--- src/rtl/instr_fetch_pkg.sv ---
// Shared fetch/decode definitions: LDM opcode, NOP word, fetch state encoding
// and next-PC select codes.
package instr_fetch_pkg;

    localparam logic [4:0]  OP_LDM = 5'b10101;
    localparam logic [15:0] NOP    = 16'h0000;

    typedef enum logic [1:0] {
        RST_LO = 2'b00,
        RST_HI = 2'b01,
        RUN    = 2'b10,
        IMM    = 2'b11
    } fetch_state_e;

    typedef enum logic [1:0] {
        PC_INC   = 2'b00,
        PC_JMP   = 2'b01,
        PC_STACK = 2'b10,
        PC_HOLD  = 2'b11
    } pc_sel_e;

    function automatic logic is_ldm(input logic [4:0] opcode);
        return opcode == OP_LDM;
    endfunction

endpackage

--- src/rtl/instr_fetch_pc_next_mux.sv ---
// Combinational next-PC target selection; PC+1 wraps naturally at 32 bits.
module pc_next_mux
    import instr_fetch_pkg::*;
(
    input  logic [31:0] pc,
    input  logic [1:0]  pc_sel,
    input  logic [31:0] pc_jmp,
    input  logic [31:0] pc_stack,
    output logic [31:0] target
);

    always_comb begin
        unique case (pc_sel_e'(pc_sel))
            PC_INC:   target = pc + 32'd1;
            PC_JMP:   target = pc_jmp;
            PC_STACK: target = pc_stack;
            PC_HOLD:  target = pc;
        endcase
    end

endmodule

--- src/rtl/instr_fetch.sv ---
// Instruction fetch stage: two-word reset vector load, IF/ID register,
// LDM immediate tracking and interrupt entry.
module instr_fetch
    import instr_fetch_pkg::*;
#(
    parameter int          width = 16,
    parameter logic [31:0] IVEC  = 32'h0000_0020
) (
    input  logic             clk,
    input  logic             rst,
    output logic [31:0]      imem_addr,
    input  logic [width-1:0] imem_data,
    input  logic [1:0]       pc_sel,
    input  logic [31:0]      pc_jmp,
    input  logic [31:0]      pc_stack,
    input  logic             stall,
    input  logic             flush,
    input  logic             interrupt,
    output logic [width-1:0] instruction,
    output logic [31:0]      pc_next,
    output logic             ldm_value,
    output logic             fetch_valid,
    output logic             int_taken,
    output logic [31:0]      int_pc
);

    fetch_state_e     state_q, state_d;
    logic [31:0]      pc_q, pc_d;
    logic             int_pending_q, int_pending_d;
    logic [width-1:0] instr_q, instr_d;
    logic [31:0]      pc_next_q, pc_next_d;
    logic             ldm_q, ldm_d;
    logic             valid_q, valid_d;
    logic             int_taken_q, int_taken_d;
    logic [31:0]      int_pc_q, int_pc_d;
    logic [31:0]      target;

    pc_next_mux u_pc_next_mux (
        .pc       (pc_q),
        .pc_sel   (pc_sel),
        .pc_jmp   (pc_jmp),
        .pc_stack (pc_stack),
        .target   (target)
    );

    always_comb begin
        // NOTE: every output of this block gets a default first so no path infers a latch.
        state_d       = state_q;
        pc_d          = pc_q;
        int_pending_d = int_pending_q | interrupt;
        instr_d       = instr_q;
        pc_next_d     = pc_next_q;
        ldm_d         = ldm_q;
        valid_d       = valid_q;
        int_taken_d   = 1'b0;
        int_pc_d      = int_pc_q;
        imem_addr     = pc_q;

        unique case (state_q)
            RST_LO: begin
                imem_addr  = 32'd0;
                pc_d[15:0] = 16'(imem_data);
                state_d    = RST_HI;
            end
            RST_HI: begin
                imem_addr   = 32'd1;
                pc_d[31:16] = 16'(imem_data);
                state_d     = RUN;
            end
            RUN, IMM: begin
                if (flush) begin
                    instr_d = width'(NOP);
                    valid_d = 1'b0;
                    ldm_d   = 1'b0;
                    state_d = RUN;
                    pc_d    = target;
                end else if (stall) begin
                    // Freeze: PC, IF/ID and state keep their defaults.
                end else if (state_q == RUN && int_pending_q) begin
                    // Never in IMM, so an LDM opcode/immediate pair stays together.
                    pc_d          = IVEC;
                    int_pc_d      = pc_q;
                    int_taken_d   = 1'b1;
                    instr_d       = width'(NOP);
                    valid_d       = 1'b0;
                    ldm_d         = 1'b0;
                    int_pending_d = 1'b0;
                end else begin
                    instr_d   = imem_data;
                    pc_next_d = pc_q + 32'd1;
                    valid_d   = 1'b1;
                    ldm_d     = (state_q == IMM);
                    pc_d      = target;
                    state_d   = (state_q == RUN && is_ldm(imem_data[width-1 -: 5])) ? IMM : RUN;
                end
            end
        endcase
    end

    // NOTE: state registers use non-blocking assignments so all flops update from pre-edge values.
    always_ff @(posedge clk or negedge rst) begin
        if (!rst) begin
            state_q       <= RST_LO;
            pc_q          <= '0;
            int_pending_q <= 1'b0;
            instr_q       <= '0;
            pc_next_q     <= '0;
            ldm_q         <= 1'b0;
            valid_q       <= 1'b0;
            int_taken_q   <= 1'b0;
            int_pc_q      <= '0;
        end else begin
            state_q       <= state_d;
            pc_q          <= pc_d;
            int_pending_q <= int_pending_d;
            instr_q       <= instr_d;
            pc_next_q     <= pc_next_d;
            ldm_q         <= ldm_d;
            valid_q       <= valid_d;
            int_taken_q   <= int_taken_d;
            int_pc_q      <= int_pc_d;
        end
    end

    assign instruction = instr_q;
    assign pc_next     = pc_next_q;
    assign ldm_value   = ldm_q;
    assign fetch_valid = valid_q;
    assign int_taken   = int_taken_q;
    assign int_pc      = int_pc_q;

endmodule

--- config.mk ---
export PLATFORM = sky130hd
export DESIGN_NAME = instr_fetch
export DESIGN_NICKNAME = d
export VERILOG_FILES = /design/src/rtl/instr_fetch_pkg.sv /design/src/rtl/instr_fetch_pc_next_mux.sv /design/src/rtl/instr_fetch.sv
export SDC_FILE = /design/constraint.sdc
export NUM_CORES = 1
export LEC_CHECK = 0
export ABC_CLOCK_PERIOD_IN_PS = 4300
export CAP_MARGIN = 10
export CELL_PAD_IN_SITES_DETAIL_PLACEMENT = 1
export CELL_PAD_IN_SITES_GLOBAL_PLACEMENT = 1
export CORE_ASPECT_RATIO = 2
export CORE_MARGIN = 5
export CORE_UTILIZATION = 25
export DETAILED_ROUTE_END_ITERATION = 12
export HOLD_SLACK_MARGIN = 0.06
export PLACE_DENSITY = 0.56
export RECOVER_POWER = 25
export REMOVE_ABC_BUFFERS = 1
export SETUP_SLACK_MARGIN = 0.15
export SLEW_MARGIN = 20
export SYNTH_ARGS = -nofsm -noshare
export SYNTH_HDL_FRONTEND = slang
export SYNTH_SLANG_ARGS = --single-unit
--- constraint.sdc ---
create_clock -name clk -period 4.3 [get_ports clk]
set_clock_uncertainty 0.2 [all_clocks]
set_input_delay 0.86 -clock clk [delete_from_list [all_inputs] [get_ports clk]]
set_output_delay 0.86 -clock clk [all_outputs]
set_load 0.005 [all_outputs]
# Yosys cells after proc, flatten, opt, wreduce, memory -nomap -nowiden
# Cells that the tools add are included.
# classes
reduce_logical	13
n_bitwise	4
n_addsub	1
n_eq_ne	10
muxes	29
# ops
operator	n
$pmux 32 s4	1
$mux 32	3
$pmux 16 s2	2
$pmux 32 s2	1
$mux 16	3
$add 32x1->32 const B	1
$mux 1	15
$eq 2x2->1 const B	4
$reduce_and 2->1	4
$reduce_and 4->1	2
$mux 2	3
$ne 3x3->1 const B	2
$pmux 2 s3	1
$eq 5x5->1 const B	1
$eq 2x1->1 const B	2
$logic_not 2->1	2
$reduce_bool 2->1	2
$not 1->1	3
$logic_and 1x1->1	2
$ne 2x1->1 const B	1
$reduce_or 2->1	1
$or 1x1->1	1
# totals
output_inout_bits	115
regBits	118
inputBits	87
wordCells	67

# Depth between registers and ports, before layout
# logic_depth
depth_word	7
mapped_depth	7
mapped_depth_nobuf	6

# Hierarchy
# From an unflattened synthesis, not the netlist that was laid out.
# unflattened
cells_unflattened	764
hier_area_um2	7000.5
# by_module_without_submodules
mod	instances	cells_per_inst	seq_area_each_um2	area_per_inst_um2
instr_fetch	1	531	2952.8	5415.2
pc_next_mux	1	233	0.0	1585.3

# Worst setup path before layout
# Ideal clock, no wire load.
# synth_path
path_kind	in2reg
from	in flush
to	reg pc_q[28]
path_buffers	2
required_ps	4034
setup_slack_ps	1815
arrival_time_ps	2219
setup_ps	66
path_stages	7
path_cell_list	clkbuf_1 > nor2_1 > a21oi_2 > clkbuf_1 > o211ai_1 > a31oi_1 > o311a_1
# synth_via
elab_chain_len	2
elab_cells_between_ends	4
cone_classes	eq/ne: 1; mux: 2; reduce/logical: 1
# synth_lines
item	line_no	rtl
start: declaration	instr_fetch.sv:17	input logic flush,
$mux 32 / $ne 3x3->1 (equally long branches)	-	
$pmux 16 s2 / $reduce_and 2->1 (equally long branches)	-	
end signal: assignment	instr_fetch.sv:114	pc_q <= pc_d;
end: declaration	instr_fetch.sv:28	logic [31:0] pc_q, pc_d;
# Several ways; a longest one is shown, not always the timed one.
# A chain may end at the register's enable or synchronous reset.

# Final worst setup path
# layout_path
from	reg state_q[1]
to	out imem_addr[15]
# layout_via
elab_chain_len	2
elab_cells_between_ends	3
cone_classes	eq/ne: 1; mux: 1; reduce/logical: 1
# layout_lines
item	line_no	rtl
start: declaration	instr_fetch.sv:27	fetch_state_e state_q, state_d;
start signal: assignment	instr_fetch.sv:113	state_q <= state_d;
$eq 2x1->1 / $logic_not 2->1 (equally long branches)	instr_fetch.sv:59	unique case (state_q)
$pmux 32 s2 *	instr_fetch.sv:59	
end: declaration	instr_fetch.sv:11	output logic [31:0] imem_addr,
# Every way passes the cells marked *; elsewhere a longest branch is shown, timed or not.

==> metrics.txt <==
Worst setup EP type=output port; routed vias=6451; Fmax=286 MHz; Clk Latency, worst-skew pair=440 ps; min Tclk post-route=3490 ps; Die Ht=243 um; Syn Area/Cell=9.34 sq um; grt ovf=0; vias in the first global route=7170; Final Hold Fails=0; Max VDD drop=0.000220 V; power per cell area=451 nW/um^2; Synth area leader=dfrtp_1; routability cong.=0.839; Initial Util=0.253; Final nets=997; largest family of logic cells by synthesized area=simple AND/OR/NAND/NOR gates; area share of the largest cell type after synthesis=0.434; port bufs=201; final std cells w/o fill=1271; Overall Global Routing Usage=0.200; total of warnings raised by yosys=0; FP Rows=85; Max stage delay on crit path=890 ps; first-pass GRT wire length=46.1 mm; Post-synth EDFFs=0; initial DRC count=299; I/O pins=202; hpwl dp=23.3 mm; post-CTS setup buffers=0; CTS root buf=clkbuf_16; clock share of power=0.347; sw frac=0.293; Post-Synth XOR/XNOR Area=0.0360; internal power=3120 uW; Post-synth ARST share=1.00; post-CTS sizing=0; Clock Sinks=118; most frequent cells in the layout=199 x clkdlybuf4s50_1, 118 x dfrtp_1, 69 x nor2_1; status=finished, violations left; Wirelength per Cell=24.1 um; Worst Setup Start Kind=register; vias per inst=5.08; Compound-Gate Fraction of Synth Area=0.181; P_sw=1290 uW; post-route ant nets=0; Setup-failing EPs final=0; largest net degree at the start of global routing=79; unrepaired setup endpoints after global routing=false; number of CTS-inserted buffers=17; Crit Path Class=reg2out; Hold Crit Class=reg2reg; share of cells above drive strength 1=0.113; initial antenna violation count=1; commonest non-fill, non-tap cell in the layout=clkdlybuf4s50_1; CTS Hold Bufs=0; TritonCTS clock tree=yes; sequential cell area fraction in the yosys report=0.434; H-tree levels=4; Slew Viols, Final=79; final worst path period share=0.813; failing checks=capacitance limit, slew limit; crit path DAT=2430 ps; Reg power frac=0.363; drt pass-1 iters=4; DRC Markers=0; synthesized flop and latch total=118; Mapped Area=6810 sq um; Max-slew headroom=-0.455; mux share of post-synthesis cell area=0.0927; worst-margin pin slew=2180 ps; Post-Route WL=30.6 mm; Bufs on Longest Clock Path=2; Slowest-stage cell, CP=dfrtp_1; post-synthesis simple-gate area fraction=0.207; adder-cell area share of the yosys netlist=0.00184; CP Cell Sequence=buf_4 > and2_1 > clkdlybuf4s50_1; # Max-Cap Violations=1; setup TNS=0 ps; CP required=3240 ps; main flop type after synthesis=dfrtp_1; Area Overhead vs Synth=43.8%; leakage=0.00399 uW; Yosys cell types=70; Cell Count Post-Placement=1238; Die Footprint=30800 sq um; Syn Inst Count=729; Comb pwr share=0.291; top cells by area, synth=dfrtp_1 43%, mux2_2 4.3%, mux2i_1 4.0%, nor2_1 3.9%, nand2_1 3.8%; CP max FO=24; CTS clk-pin slew, worst paths=60 ps; Core Box Area=26900 sq um; Die Width=127 um
==> power by group through the flow <==
stage          Clock [uW]  Combinational, uW  Sequential [uW]
4_1_cts              1570               1320             1610
6_report             1530               1280             1600
5_1_grt              1600               1390             1640
2_1_floorplan           0                465             1580
3_3_place_gp            0               1290             1610
3_5_place_dp            0               1310             1620
==> Yosys cell counts (3+ instances only) <==
library cell  number
a21oi_1           49
and3_1             6
a21o_1             3
xnor2_1           19
or4_1              3
a22o_1            16
o22a_1             4
mux2_2            26
buf_1              4
dfrtp_1          118
nand4_2            3
nor2_1            70
o21ai_0           35
nor4_4             3
buf_2             15
nor4_1             7
buf_4              3
nand2_1           68
a32oi_1            3
inv_1             13
and2_1            28
nor2b_1           11
a31oi_1           20
a211oi_1           8
nand2b_1           3
mux4_2             3
clkbuf_1          39
nor3_1            11
nand4_1            6
o31a_1             3
or3_1              3
nor4_2             4
o32a_1             7
nand3_1           18
o211ai_1          14
mux2i_1           27
xor2_1             9
and4_1             4
==> routing by layer <==
layer | GRT usage | part of all wire
met2 | 0.387 | 0.58
met5 | 0 | 0
met1 | 0.205 | 0.35
met3 | 0.0368 | 0.034
met4 | 0.0818 | 0.037
==> worst max-delay path: cells and delay by family, from the launching register on <==
| kind | cells | cell delay [ps] |
|---|---|---|
| buffers and inverters | 2 | 930 |
| DFF | 1 | 890 |
| and+or+nand+nor | 1 | 170 |
==> metrics by stage <==
step / hold WS, ps / worst slack [ps] / util / power, uW / cell area (sq um)
2_1_floorplan: 273 / -1000 / - / 2040 / 6540
3_3_place_gp: 267 / 821 / 0.341 / 2910 / 9170
3_5_place_dp: 277 / 740 / 0.341 / 2930 / 9170
4_1_cts: 289 / 738 / 0.364 / 4490 / 9790
5_1_grt: 306 / 351 / 0.363 / 4640 / 9780
6_report: 285 / 806 / 0.364 / 4410 / 9780
==> cell type report <==
cell class,instances,area [sq um]
fill,3069,17100
clock buffer,24,502
timing repair buffer,223,2170
antenna,2,5.00
inverter,15,56.3
tap,348,435
sequential,118,2950
clock inverter,7,118
multi-input combinational,534,3540
==> logic make-up after synthesis <==
logic type               count (synthesis)
buffers and inverters                   77
XOR/XNOR                                28
AO/OA/AOI/OAI                          186
adder cells (fa/ha/maj)                  1
AND/OR/NAND/NOR                        263
multiplexers                            56
flip-flops                             118
==> path summary, 6_finish.rpt <==
| path | from | end | slack (ps) | cells after the start |
|---|---|---|---|---|
| worst max-delay path | state_q[1]$_DFFE_PN0P_ | imem_addr[15] | 810 | 3 |
| worst min-delay path | int_pc[9]$_DFFE_PN0P_ | int_pc[9]$_DFFE_PN0P_ | 290 | 2 |
| worst max register to register | state_q[1]$_DFFE_PN0P_ | int_pc[16]$_DFFE_PN0P_ | 1210 | 6 |
| worst min register to register | int_pc[9]$_DFFE_PN0P_ | int_pc[9]$_DFFE_PN0P_ | 290 | 2 |
| max in group asynchronous | rst | int_pc[9]$_DFFE_PN0P_ | 940 | 2 |
| min in group asynchronous | rst | pc_next[10]$_DFFE_PN0P_ | 860 | 1 |
==> state kept, by name, summed over array words and instances, names as in the netlist, 2 cells and up <==
name         flops
instruction     16
pc_next         32
pc_q            32
state_q          2
int_pc          32
No activity file was read; power rests on OpenSTA's default activity.
